--- config.mk ---
export PLATFORM = sky130hd
export DESIGN_NAME = memctrl_mp
export DESIGN_NICKNAME = d
export VERILOG_FILES = /design/src/rtl/memctrl_mp.sv
export SDC_FILE = /design/constraint.sdc
export NUM_CORES = 1
export LEC_CHECK = 0
export CORE_UTILIZATION = 45
export DETAILED_ROUTE_END_ITERATION = 8
export PLACE_DENSITY_LB_ADDON = 0.05
export SLEW_MARGIN = 10
export SYNTH_ARGS = -nofsm -noshare
export SYNTH_HDL_FRONTEND = slang
export SYNTH_SLANG_ARGS = --single-unit
--- constraint.sdc ---
create_clock -name clk_i -period 5.4 [get_ports clk_i]
set_input_delay 1.08 -clock clk_i [delete_from_list [all_inputs] [get_ports clk_i]]
set_output_delay 1.08 -clock clk_i [all_outputs]
set_load 0.01 [all_outputs]
--- src/rtl/memctrl_mp.sv ---
// memctrl_mp: multi-port memory controller. An instruction-fetch port
// (read-only) and a load/store port share one byte-serial main memory.
//
// Configuration macro: MEMCTRL_IF_FLUSH_EN. When it is defined, if_flush_i
// aborts a fetch in progress. When it is undefined, the port exists but is ignored.
//
// Handshake (both request ports): the requester raises *_req_i with stable
// operands and holds them until it sees the one-cycle *_done_o pulse.
// Requests are sampled only in IDLE. In the cycle a done pulse is visible,
// the completing port's request is masked, so a still-held request is not
// served twice. The other port, or a new request, may be accepted in that
// same cycle.
//
// Ports
//   clk_i, rst_ni          clock, synchronous active-low reset
//   if_req_i/if_addr_i     fetch request and byte address
//   if_flush_i             fetch abort (MEMCTRL_IF_FLUSH_EN only)
//   ls_req_i/ls_we_i/ls_size_i/ls_unsigned_i/ls_addr_i/ls_wdata_i
//                          load/store request (size 00 byte, 01 half, 10 word)
//   if_done_o/if_pc_o/if_inst_o   fetch completion pulse, address, word
//   ls_done_o/ls_rdata_o          load/store completion pulse, extended data
//   busy_o                 transfer in progress
//   mmem_din_i             memory read byte (valid one cycle after address)
//   mmem_rw_o/mmem_addr_o/mmem_dout_o   memory strobe, address, write byte
//   state_o                current FSM state (debug)
module memctrl_mp #(
  parameter int ADDR_W     = 32,
  parameter int WORD_BYTES = 4
) (
  input  logic                    clk_i,
  input  logic                    rst_ni,
  input  logic                    if_req_i,
  input  logic [ADDR_W-1:0]       if_addr_i,
  input  logic                    if_flush_i,
  input  logic                    ls_req_i,
  input  logic                    ls_we_i,
  input  logic [1:0]              ls_size_i,
  input  logic                    ls_unsigned_i,
  input  logic [ADDR_W-1:0]       ls_addr_i,
  input  logic [8*WORD_BYTES-1:0] ls_wdata_i,
  output logic                    if_done_o,
  output logic [ADDR_W-1:0]       if_pc_o,
  output logic [8*WORD_BYTES-1:0] if_inst_o,
  output logic                    ls_done_o,
  output logic [8*WORD_BYTES-1:0] ls_rdata_o,
  output logic                    busy_o,
  input  logic [7:0]              mmem_din_i,
  output logic                    mmem_rw_o,
  output logic [ADDR_W-1:0]       mmem_addr_o,
  output logic [7:0]              mmem_dout_o,
  output logic [1:0]              state_o
);

  localparam int DW = 8 * WORD_BYTES;
  localparam logic [2:0] WB = 3'(WORD_BYTES);

  typedef enum logic [1:0] {S_IDLE, S_IF_RD, S_LS_RD, S_LS_WR} state_e;

  state_e              state_q;
  logic [2:0]          cyc_q;      // cycle index since accept (1 = first byte)
  logic [2:0]          len_q;      // byte count of current transfer
  logic [ADDR_W-1:0]   base_q;
  logic [DW-1:0]       wdata_q;
  logic                sext_q;
  logic [DW-1:0]       acc_q;      // read bytes collected so far
  logic                busy_q;
  logic                mem_rw_q;
  logic [ADDR_W-1:0]   mem_addr_q;
  logic [7:0]          mem_dout_q;
  logic                if_done_q;
  logic [ADDR_W-1:0]   if_pc_q;
  logic [DW-1:0]       if_inst_q;
  logic                ls_done_q;
  logic [DW-1:0]       ls_rdata_q;

  logic [2:0]          ls_len;
  logic                ls_go;
  logic                if_go;
  logic                if_abort;
  logic [2:0]          rd_idx;
  logic [DW-1:0]       acc_d;
  logic [DW-1:0]       keep;
  logic                sbit;
  logic [DW-1:0]       ext_d;
  logic [ADDR_W-1:0]   addr_nxt;
  logic [7:0]          wbyte_nxt;

`ifdef MEMCTRL_IF_FLUSH_EN
  assign if_abort = (state_q == S_IF_RD) && if_flush_i;
`else
  logic unused_flush;
  assign if_abort     = 1'b0;
  assign unused_flush = if_flush_i;
`endif

  // A held request is masked in the cycle its own completion is visible.
  assign ls_go = ls_req_i && !ls_done_q;
  assign if_go = if_req_i && !if_done_q;

  always_comb begin
    case (ls_size_i)
      2'b00:   ls_len = 3'd1;
      2'b01:   ls_len = 3'd2;
      default: ls_len = WB;
    endcase
  end

  // Byte i is addressed in cycle i+1 and returns in cycle i+2.
  assign rd_idx    = cyc_q - 3'd2;
  assign acc_d     = (cyc_q >= 3'd2) ? (acc_q | (DW'(mmem_din_i) << {rd_idx, 3'b000}))
                                     : acc_q;
  assign addr_nxt  = base_q + ADDR_W'(cyc_q);
  assign wbyte_nxt = 8'(wdata_q >> {cyc_q, 3'b000});

  always_comb begin
    case (len_q)
      3'd1:    begin keep = DW'(8'hFF);    sbit = acc_d[7];    end
      3'd2:    begin keep = DW'(16'hFFFF); sbit = acc_d[15];   end
      default: begin keep = '1;            sbit = acc_d[DW-1]; end
    endcase
    ext_d = (sext_q && sbit) ? (acc_d | ~keep) : (acc_d & keep);
  end

  always_ff @(posedge clk_i) begin
    if (!rst_ni) begin
      state_q    <= S_IDLE;
      cyc_q      <= '0;
      len_q      <= '0;
      base_q     <= '0;
      wdata_q    <= '0;
      sext_q     <= 1'b0;
      acc_q      <= '0;
      busy_q     <= 1'b0;
      mem_rw_q   <= 1'b0;
      mem_addr_q <= '0;
      mem_dout_q <= '0;
      if_done_q  <= 1'b0;
      if_pc_q    <= '0;
      if_inst_q  <= '0;
      ls_done_q  <= 1'b0;
      ls_rdata_q <= '0;
    end else begin
      if_done_q <= 1'b0;
      ls_done_q <= 1'b0;
      case (state_q)
        S_IDLE: begin
          if (ls_go) begin
            if (ls_size_i == 2'b11) begin
              // Illegal size: complete at once without touching memory.
              ls_done_q  <= 1'b1;
              ls_rdata_q <= '0;
            end else begin
              state_q    <= ls_we_i ? S_LS_WR : S_LS_RD;
              base_q     <= ls_addr_i;
              len_q      <= ls_len;
              sext_q     <= !ls_unsigned_i;
              wdata_q    <= ls_wdata_i;
              cyc_q      <= 3'd1;
              acc_q      <= '0;
              busy_q     <= 1'b1;
              mem_addr_q <= ls_addr_i;
              mem_rw_q   <= ls_we_i;
              mem_dout_q <= ls_we_i ? ls_wdata_i[7:0] : 8'h00;
            end
          end else if (if_go) begin
            state_q    <= S_IF_RD;
            base_q     <= if_addr_i;
            len_q      <= WB;
            sext_q     <= 1'b0;
            cyc_q      <= 3'd1;
            acc_q      <= '0;
            busy_q     <= 1'b1;
            mem_addr_q <= if_addr_i;
            mem_rw_q   <= 1'b0;
            mem_dout_q <= 8'h00;
          end
        end
        S_IF_RD, S_LS_RD: begin
          if (if_abort) begin
            state_q    <= S_IDLE;
            busy_q     <= 1'b0;
            mem_addr_q <= '0;
          end else begin
            acc_q      <= acc_d;
            cyc_q      <= cyc_q + 3'd1;
            mem_addr_q <= (cyc_q < len_q) ? addr_nxt : '0;
            if (cyc_q == len_q + 3'd1) begin
              state_q <= S_IDLE;
              busy_q  <= 1'b0;
              if (state_q == S_IF_RD) begin
                if_done_q <= 1'b1;
                if_pc_q   <= base_q;
                if_inst_q <= acc_d;
              end else begin
                ls_done_q  <= 1'b1;
                ls_rdata_q <= ext_d;
              end
            end
          end
        end
        S_LS_WR: begin
          cyc_q <= cyc_q + 3'd1;
          if (cyc_q < len_q) begin
            mem_addr_q <= addr_nxt;
            mem_dout_q <= wbyte_nxt;
          end else begin
            state_q    <= S_IDLE;
            busy_q     <= 1'b0;
            mem_rw_q   <= 1'b0;
            mem_addr_q <= '0;
            mem_dout_q <= 8'h00;
            ls_done_q  <= 1'b1;
            ls_rdata_q <= '0;
          end
        end
        default: state_q <= S_IDLE;
      endcase
    end
  end

  assign if_done_o   = if_done_q;
  assign if_pc_o     = if_pc_q;
  assign if_inst_o   = if_inst_q;
  assign ls_done_o   = ls_done_q;
  assign ls_rdata_o  = ls_rdata_q;
  assign busy_o      = busy_q;
  assign mmem_rw_o   = mem_rw_q;
  assign mmem_addr_o = mem_addr_q;
  assign mmem_dout_o = mem_dout_q;
  assign state_o     = state_q;

endmodule

# After elaboration in Yosys (flattened, before gate mapping)
# Cells that the tools add are included.
# totals
word_cells	127
regBits	245
in_bits	113
# classes
n_lt_le_gt_ge	2
n_shift	2
n_reduce_logical	23
addsub	4
n_eq_ne	16
n_mux	59
n_bitwise	5
# ops
cell	n
$mux W32	14
$pmux W32 S2	3
$pmux W32 S3	1
$or A32 B32 Y32	2
$mux W8	5
$add A32 B3 Y32	1
$and A32 B32 Y32	1
$not A32 Y32	1
$shl A8 B6 Y32	1
$shr A32 B6 Y8	1
$mux W3	6
$reduce_and A3 Y1	6
$mux W1	17
$pmux W8 S2	1
$ne A2 B2 Y1 const B	6
$pmux W3 S2	2
$mux W2	5
$reduce_and A4 Y1	2
$add A3 B1 Y3 const B	2
$eq A2 B2 Y1 const B	3
$ne A3 B3 Y1 const B	2
$pmux W1 S3	2
$pmux W2 S3	1
$reduce_bool A2 Y1	3
16 further kinds	23

# Logic depth before layout (Yosys ltp)
# Gate-level depths: netlist (run 1).
# depth
ltp_word	10
mapped_depth	11
depth_no_buf	8

# Worst setup path before layout (run 1)
# Ideal clock, no wire load.
# synth_timing
kind	in2reg
startpoint	input port ls_req_i
endpoint	register acc_q[31]
n_path_buf	2
required_time_ns	5.272
path_slack_ns	2.961
cell_stages	7
arrival_time_ns	2.311
cell_sequence	nor2b_1 -> buf_2 -> o21ai_1 -> clkbuf_1 -> nand2_1 -> a41oi_1 -> nor2_1
# synth_between
elab_chain_cells	3
word_cells_on_any_way	6
# synth_rtl
item	line_no	source
start, declared	35	input logic ls_req_i,
$logic_and A1 B1 Y1 (*)	97	assign ls_go = ls_req_i && !ls_done_q;
$ne A3 B3 Y1 (no source line) or $mux W32 (tied branches)	n/a	
$reduce_and A3 Y1 (no source line) or $pmux W32 S2 (tied branches)	n/a	
end signal, assigned	132	acc_q <= '0;
end signal, assigned	159	acc_q <= '0;
end signal, assigned	171	acc_q <= '0;
end, declared	65	logic [DW-1:0] acc_q;
# Mark *: on every way between the ends. The rest lies on a longest branch, timed or not.
# A chain may end at the register's enable or synchronous reset.

# Worst setup path in the final report (run 1)
# layout_timing
startpoint	input port ls_req_i
endpoint	register mem_dout_q[5] (netlist: mmem_dout_o[5])
# layout_between
elab_chain_cells	3
word_cells_on_any_way	6
# layout_rtl
item	line_no	source
$logic_and A1 B1 Y1 (*)	97	
$ne A3 B3 Y1 (no source line) or $mux W8 (tied branches)	n/a	
$reduce_and A3 Y1 (no source line) or $pmux W8 S2 (tied branches)	n/a	
end signal, assigned	163	mem_dout_q <= ls_we_i ? ls_wdata_i[7:0] : 8'h00;
end signal, assigned	205	mem_dout_q <= wbyte_nxt;
end, declared	69	logic [7:0] mem_dout_q;
# Marks and branches as above.

==> results of run 1 <==
-- state kept, by name, indices dropped and copies added, names as in the netlist, 2 cells and up --
register / count
acc_q: 32
base_q: 32
if_inst_o: 32
if_pc_o: 32
ls_rdata_o: 32
mmem_addr_o: 32
wdata_q: 32
mmem_dout_o: 8
cyc_q: 3
len_q: 3
state_o: 2
-- placed cells by master, fill, tap and decap left out, drive strengths merged, types with 15 or more instances in the layout --
cell type and n:
clkdlybuf4s50 252, dfxtp 245, nand2 180, a21oi 178
nor2 124, a211oi 47, o21ai 38, clkbuf 35
xnor2 28, mux2i 28, o22ai 20, o21a 19
nor2b 18, inv 18, a22o 16, ha 15
-- cell families (layout without fill, tap and decap cells) --
group / after synthesis / in the layout / synth area share
and+or+nand+nor: 404 / 404 / 0.173
AOI/OAI and AO/OA: 370 / 370 / 0.223
DFF: 245 / 245 / 0.461
buffers and inverters: 109 / 332 / 0.0483
muxes: 40 / 40 / 0.0475
xor gates and xnor gates: 32 / 32 / 0.0278
adders and majority gates: 16 / 16 / 0.0195
-- power by group --
| group | internal (mW) | switching, mW | total, mW |
|---|---|---|---|
| combinational | 0.822 | 1.20 | 2.02 |
| sequential | 2.10 | 0.262 | 2.36 |
| clock | 1.19 | 0.747 | 1.94 |
| total | 4.11 | 2.21 | 6.32 |
-- worst max-delay path: stages --
cell and delay, ns:
clkdlybuf4s50_1 0.48, nor2b_4 0.63, o211a_2 0.92, a21oi_2 0.23
a221oi_1 0.39, nor2_1 0.09
-- per-stage QoR --
stage | instances | utilization
after floorplan | 1216 | -
after global placement | 1703 | 0.577
after detailed placement | 1703 | 0.577
after global routing | 1752 | 0.618
final | 1752 | 0.618
after CTS | 1752 | 0.618
-- layout make-up --
| cell class | instances | area [um2] | area share |
|---|---|---|---|
| inverter | 18 | 70.1 | 0.00495 |
| timing repair buffer | 265 | 2620 | 0.185 |
| clock inverter | 14 | 176 | 0.0125 |
| clock buffer | 35 | 766 | 0.0540 |
| tap | 313 | 392 | 0.0276 |
| multi-input combinational | 862 | 5240 | 0.370 |
| sequential | 245 | 4900 | 0.346 |
-- layer usage --
| layer | track usage | vias to the layer above | part of all wire |
|---|---|---|---|
| li1 | - | 4710 | - |
| met1 | 0.328 | 4468 | 0.45 |
| met2 | 0.407 | 266 | 0.47 |
| met3 | 0.0503 | 46 | 0.058 |
| met4 | 0.0691 | 0 | 0.025 |
| met5 | 0 | - | 0 |
-- worst max path at each step --
| stage | cells after the start | slack (ns) | to | start |
|---|---|---|---|---|
| 2_1_floorplan | 7 | 2.96 | acc_q[31]$_SDFFE_PN0P_ | ls_req_i |
| 3_3_place_gp | 7 | 1.48 | wdata_q[27]$_SDFFE_PN0P_ | ls_req_i |
| 3_5_place_dp | 7 | 1.42 | wdata_q[22]$_SDFFE_PN0P_ | ls_req_i |
| 4_1_cts | 7 | 1.94 | wdata_q[8]$_SDFFE_PN0P_ | ls_req_i |
| 5_1_grt | 6 | 1.77 | mmem_dout_o[5]$_SDFFE_PN0P_ | ls_req_i |
| 6_report | 6 | 1.96 | mmem_dout_o[5]$_SDFFE_PN0P_ | ls_req_i |
==> flow_metrics.py, run 1 <==
metrics = {
    "placed_design": {
        "dpl_cell_area_um2": 13200,
        "gp_congestion": 0.842,
        "dpl_worst_slack_ns": 1.42,
        "place.port_buffers": 253,
        "dp_hpwl_um": 20400,
    },
    "global_routing": {
        "grt_pass1_wl_um": 48100,
        "grtUsageTotal": 0.247,
        "first_global_vias": 8873,
        "grt_overflow": 0,
        "grt_max_degree": 97,
        "grt_antenna_before_repair": 0,
    },
    "logic_synthesis": {
        "ys_async_sr_fraction": 0,
        "synth_ff_type": "dfxtp_1",
        "synth.distinct_cells": 66,
        "synth_seq_area_share": 0.461,
        "synth_most_common_cell": "dfxtp_1",
        "synth_nets": 1345,
        "synth_cells": 1216,
        "syn_area_um2": 10600,
        "yosys-top-cells-area": "dfxtp_1 (46%), a21oi_1 (8.3%), nand2_1 (6.4%)",
        "synth_edf_count": 0,
        "synth_seq_cells": 245,
        "yosys-top-cells-count": "dfxtp_1 (245), nand2_1 (180), a21oi_1 (176)",
        "synth_area_per_cell_um2": 8.75,
        "yosys.area.top_type_share": 0.461,
        "yosysWarnings": 0,
        "synth_top_area_cell": "dfxtp_1",
    },
    "route": {
        "ant_nets": 0,
        "drc": 0,
        "num_vias": 9490,
        "wl_per_cell_um": 17.3,
        "routed_wl_um": 30400,
        "first_pass_iters": 5,
        "routed_via_density": 5.42,
        "drt_first_iter_violations": 524,
    },
    "final_layout": {
        "drive_gt1_frac": 0.0667,
        "nets": 1548,
        "n_fill_cell": 2054,
        "syn2layout_area_growth_pct": 33.2,
        "design_area_um2": 14200,
        "antenna_cells": 0,
    },
    "timing": {
        "min_period_ns": 3.44,
        "fmax_ghz": 0.290,
        "worst_pin_slew_ns": 1.16,
        "hold_ws_ns": 0.454,
        "setup_viol": 0,
        "slew_violations": 0,
        "setup_tns_ns": 0,
        "worst_clock_skew_ns": 0.0153,
        "final-hold-violation-count": 0,
        "slew_headroom": 0.221,
        "fin_ws_ns": 1.96,
        "min_period_over_period": 0.638,
        "rsz0062_at_grt": "false",
    },
    "floorplanning": {
        "fp.coreArea_um2": 22900,
        "die_h_um": 156,
        "die_area_um2": 24300,
        "io_pins": 255,
        "die-width_um": 156,
        "initial_core_util": 0.464,
        "fp-row-count": 55,
    },
    "pwr": {
        "powerDensity_nw_per_um2": 446,
        "ir_worst_vdd_uv": 248,
        "leakage_nw": 5.11,
        "finalPower_mw": 6.32,
    },
    "critical_path": {
        "r2r_slack_ns": 2.03,
        "worstSetupPathType": "in -> reg",
        "rr_startpoint": "cyc_q[1]$_SDFFE_PN0P_",
        "end_kind": "register",
        "r2r_end": "ls_rdata_o[17]$_SDFFE_PN0P_",
        "arrival_ns": 3.84,
        "required_ns": 5.80,
        "cp_max_fo": 40,
        "r2r_cells": 8,
        "start_kind": "input port",
    },
    "clock_tree": {
        "postCtsSetupRepairBufs": 0,
        "cts_resized": 0,
        "clock_latency_ns": 0.52,
        "cts-hold-fix-buffers": 0,
        "cts_root_buffer": "clkbuf_16",
        "cts-htree-levels": 1,
        "cts_tree": "yes",
        "clk_pin_slew_worst_paths_ns": 0.06,
        "cts.path.max_buffers": 3,
        "cts.sink_count": 245,
        "cts_buffers": 27,
    },
    "status": {
        "outcome": "finished, final reports clean",
    },
    "job": {
        "drv_cap": 0,
    },
    "hold_path": {
        "whs_path_depth": 2,
        "holdPathEnd": "if_pc_o[20]$_SDFFE_PN0P_",
        "min-delay-start": "if_pc_o[20]$_SDFFE_PN0P_",
        "hold_path_class": "reg -> reg",
    },
}
Note: power is estimated with default switching activity, not from simulation.
==> run 2, diff against run 1 <==
Clock period 5.4 ns to 3.2 ns, I/O delays scaled along.
==> run 2 against run 1 <==
Net effect:
- sequential cell count unchanged
- register-to-register slack got worse by 1.7 ns
- cell area increased by 0.63%
- routed wire length decreased by 2.5%
- critical path depth increased by 2
- core utilization increased by 0.39 points
- sequential share of layout area decreased by 0.22 points
- largest power group unchanged
- via count decreased by 1.4%
- final cell count increased by 0.91%
- global-route usage decreased by 0.44 points
- clock skew decreased by 0.0022 ns
==> flow_metrics.py, run 2 (same netlist as run 1, synthesis figures left out) <==
metrics = {
    "final_layout": {
        "design_area_um2": 14300,
        "nets": 1568,
        "drive_gt1_frac": 0.0749,
        "layout_common_cells": "clkdlybuf4s50_1 (252), dfxtp_1 (245), nand2_1 (180)",
        "syn2layout_area_growth_pct": 34.0,
        "layout_commonest_cell": "clkdlybuf4s50_1",
        "antenna_cells": 0,
        "final_cells": 1768,
    },
    "critical_path": {
        "arrival_ns": 3.39,
        "cp_max_fo": 11,
        "worstSetupPathType": "reg -> reg",
        "start_kind": "register",
        "required_ns": 3.67,
        "end_kind": "register",
    },
    "global_routing": {
        "grt_antenna_before_repair": 0,
        "grt_max_degree": 136,
        "grt_pass1_wl_um": 47500,
        "first_global_vias": 8762,
        "grt_overflow": 0,
        "grtUsageTotal": 0.243,
    },
    "clock_tree": {
        "clock_latency_ns": 0.53,
        "cts-htree-levels": 1,
        "cts.path.max_buffers": 3,
        "cts_tree": "yes",
        "clk_pin_slew_worst_paths_ns": 0.06,
        "cts-hold-fix-buffers": 0,
        "cts_resized": 0,
        "cts_root_buffer": "clkbuf_16",
        "cts.sink_count": 245,
        "cts_buffers": 27,
        "postCtsSetupRepairBufs": 0,
    },
    "timing": {
        "final-hold-violation-count": 0,
        "setup_tns_ns": 0,
        "slew_violations": 0,
        "worst_pin_slew_ns": 1.12,
        "min_period_over_period": 0.912,
        "rsz0062_at_grt": "false",
        "min_period_ns": 2.92,
        "setup_viol": 0,
        "fmax_ghz": 0.343,
        "slew_headroom": 0.251,
        "worst_clock_skew_ns": 0.0131,
        "fin_ws_ns": 0.281,
    },
    "route": {
        "ant_nets": 0,
        "first_pass_iters": 4,
        "wl_per_cell_um": 16.7,
        "wl_met1_um": 13600,
        "num_vias": 9356,
        "routed_via_density": 5.29,
        "met2WireLength_um": 13800,
        "dr.max_layer_used": "met4",
        "wl_met3_um": 1740,
        "drc": 0,
        "drt_first_iter_violations": 503,
        "routed_wl_um": 29600,
    },
    "floorplanning": {
        "io_pins": 255,
        "fp-row-count": 55,
        "die_h_um": 156,
        "die-width_um": 156,
        "initial_core_util": 0.464,
        "fp.coreArea_um2": 22900,
        "die_area_um2": 24300,
    },
    "placed_design": {
        "post-place-cells": 1723,
        "dpl_cell_area_um2": 13400,
        "place.port_buffers": 253,
        "gp_congestion": 0.826,
        "dpl_worst_slack_ns": 0.315,
        "dp_hpwl_um": 20400,
    },
    "pwr": {
        "powerDensity_nw_per_um2": 733,
        "ir_worst_vdd_uv": 411,
        "leakage_nw": 5.16,
    },
    "status": {
        "outcome": "finished, final reports clean",
    },
    "hold_path": {
        "hold_path_class": "reg -> reg",
    },
    "job": {
        "drv_cap": 0,
    },
}
-- run 2: changes by cell type in the layout (fill, tap and decap cells not counted), moves of 2 or more --
cell / previous run / this run
clkbuf_1: 2 / 4
bufinv_16: 4 / 1
buf_12: 0 / 3
clkinv_2: 9 / 4
buf_4: 12 / 29
-- run 2: layer usage --
layer	vias to the layer above	global-route usage
met2	246	0.400
met1	4326	0.326
met5	-	0
met4	0	0.0528
li1	4750	-
met3	34	0.0514
-- run 2: path summary, 6_finish.rpt --
kind | to | cells past startpoint | startpoint | slack, ns
setup / recovery | ls_rdata_o[28]$_SDFFE_PN0P_ | 8 | cyc_q[1]$_SDFFE_PN0P_ | 0.28
hold / removal | wdata_q[20]$_SDFFE_PN0P_ | 2 | wdata_q[20]$_SDFFE_PN0P_ | 0.45
setup reg to reg | ls_rdata_o[28]$_SDFFE_PN0P_ | 8 | cyc_q[1]$_SDFFE_PN0P_ | 0.28
hold reg to reg | wdata_q[20]$_SDFFE_PN0P_ | 2 | wdata_q[20]$_SDFFE_PN0P_ | 0.45
-- run 2: area by class of cell --
class	count	area [um2]
clock inverter	8	75.1
timing repair buffer	285	2810
multi-input combinational	862	5240
tap	313	392
inverter	18	70.1
fill	2088	8660
clock buffer	37	773
sequential	245	4900
-- run 2: worst max-delay path: stages (launching register included) --
cell and delay (ns):
dfxtp_1 0.58, inv_1 0.29, ha_1 0.38, inv_1 0.16, a2111oi_4 0.72, a211oi_1 0.20
a21oi_2 0.21, buf_4 0.19, a22o_1 0.14
-- run 2: where the power goes --
part | leakage [nW] | switching, mW | internal [mW] | total (mW)
clock | 0.419 | 1.22 | 1.76 | 2.98
combinational | 2.75 | 2.00 | 1.47 | 3.47
sequential | 1.99 | 0.449 | 3.55 | 4.00
total | 5.16 | 3.67 | 6.77 | 10.4
-- run 2: per-stage QoR --
stage / utilization / hold slack [ns] / power, mW
finish: 0.622 / 0.451 / 10.4
global route: 0.622 / 0.472 / 11.0
CTS: 0.622 / 0.452 / 10.5
detailed placement: 0.585 / 0.444 / 7.53
floorplan: - / 0.433 / 6.15
global placement: 0.585 / 0.441 / 7.48
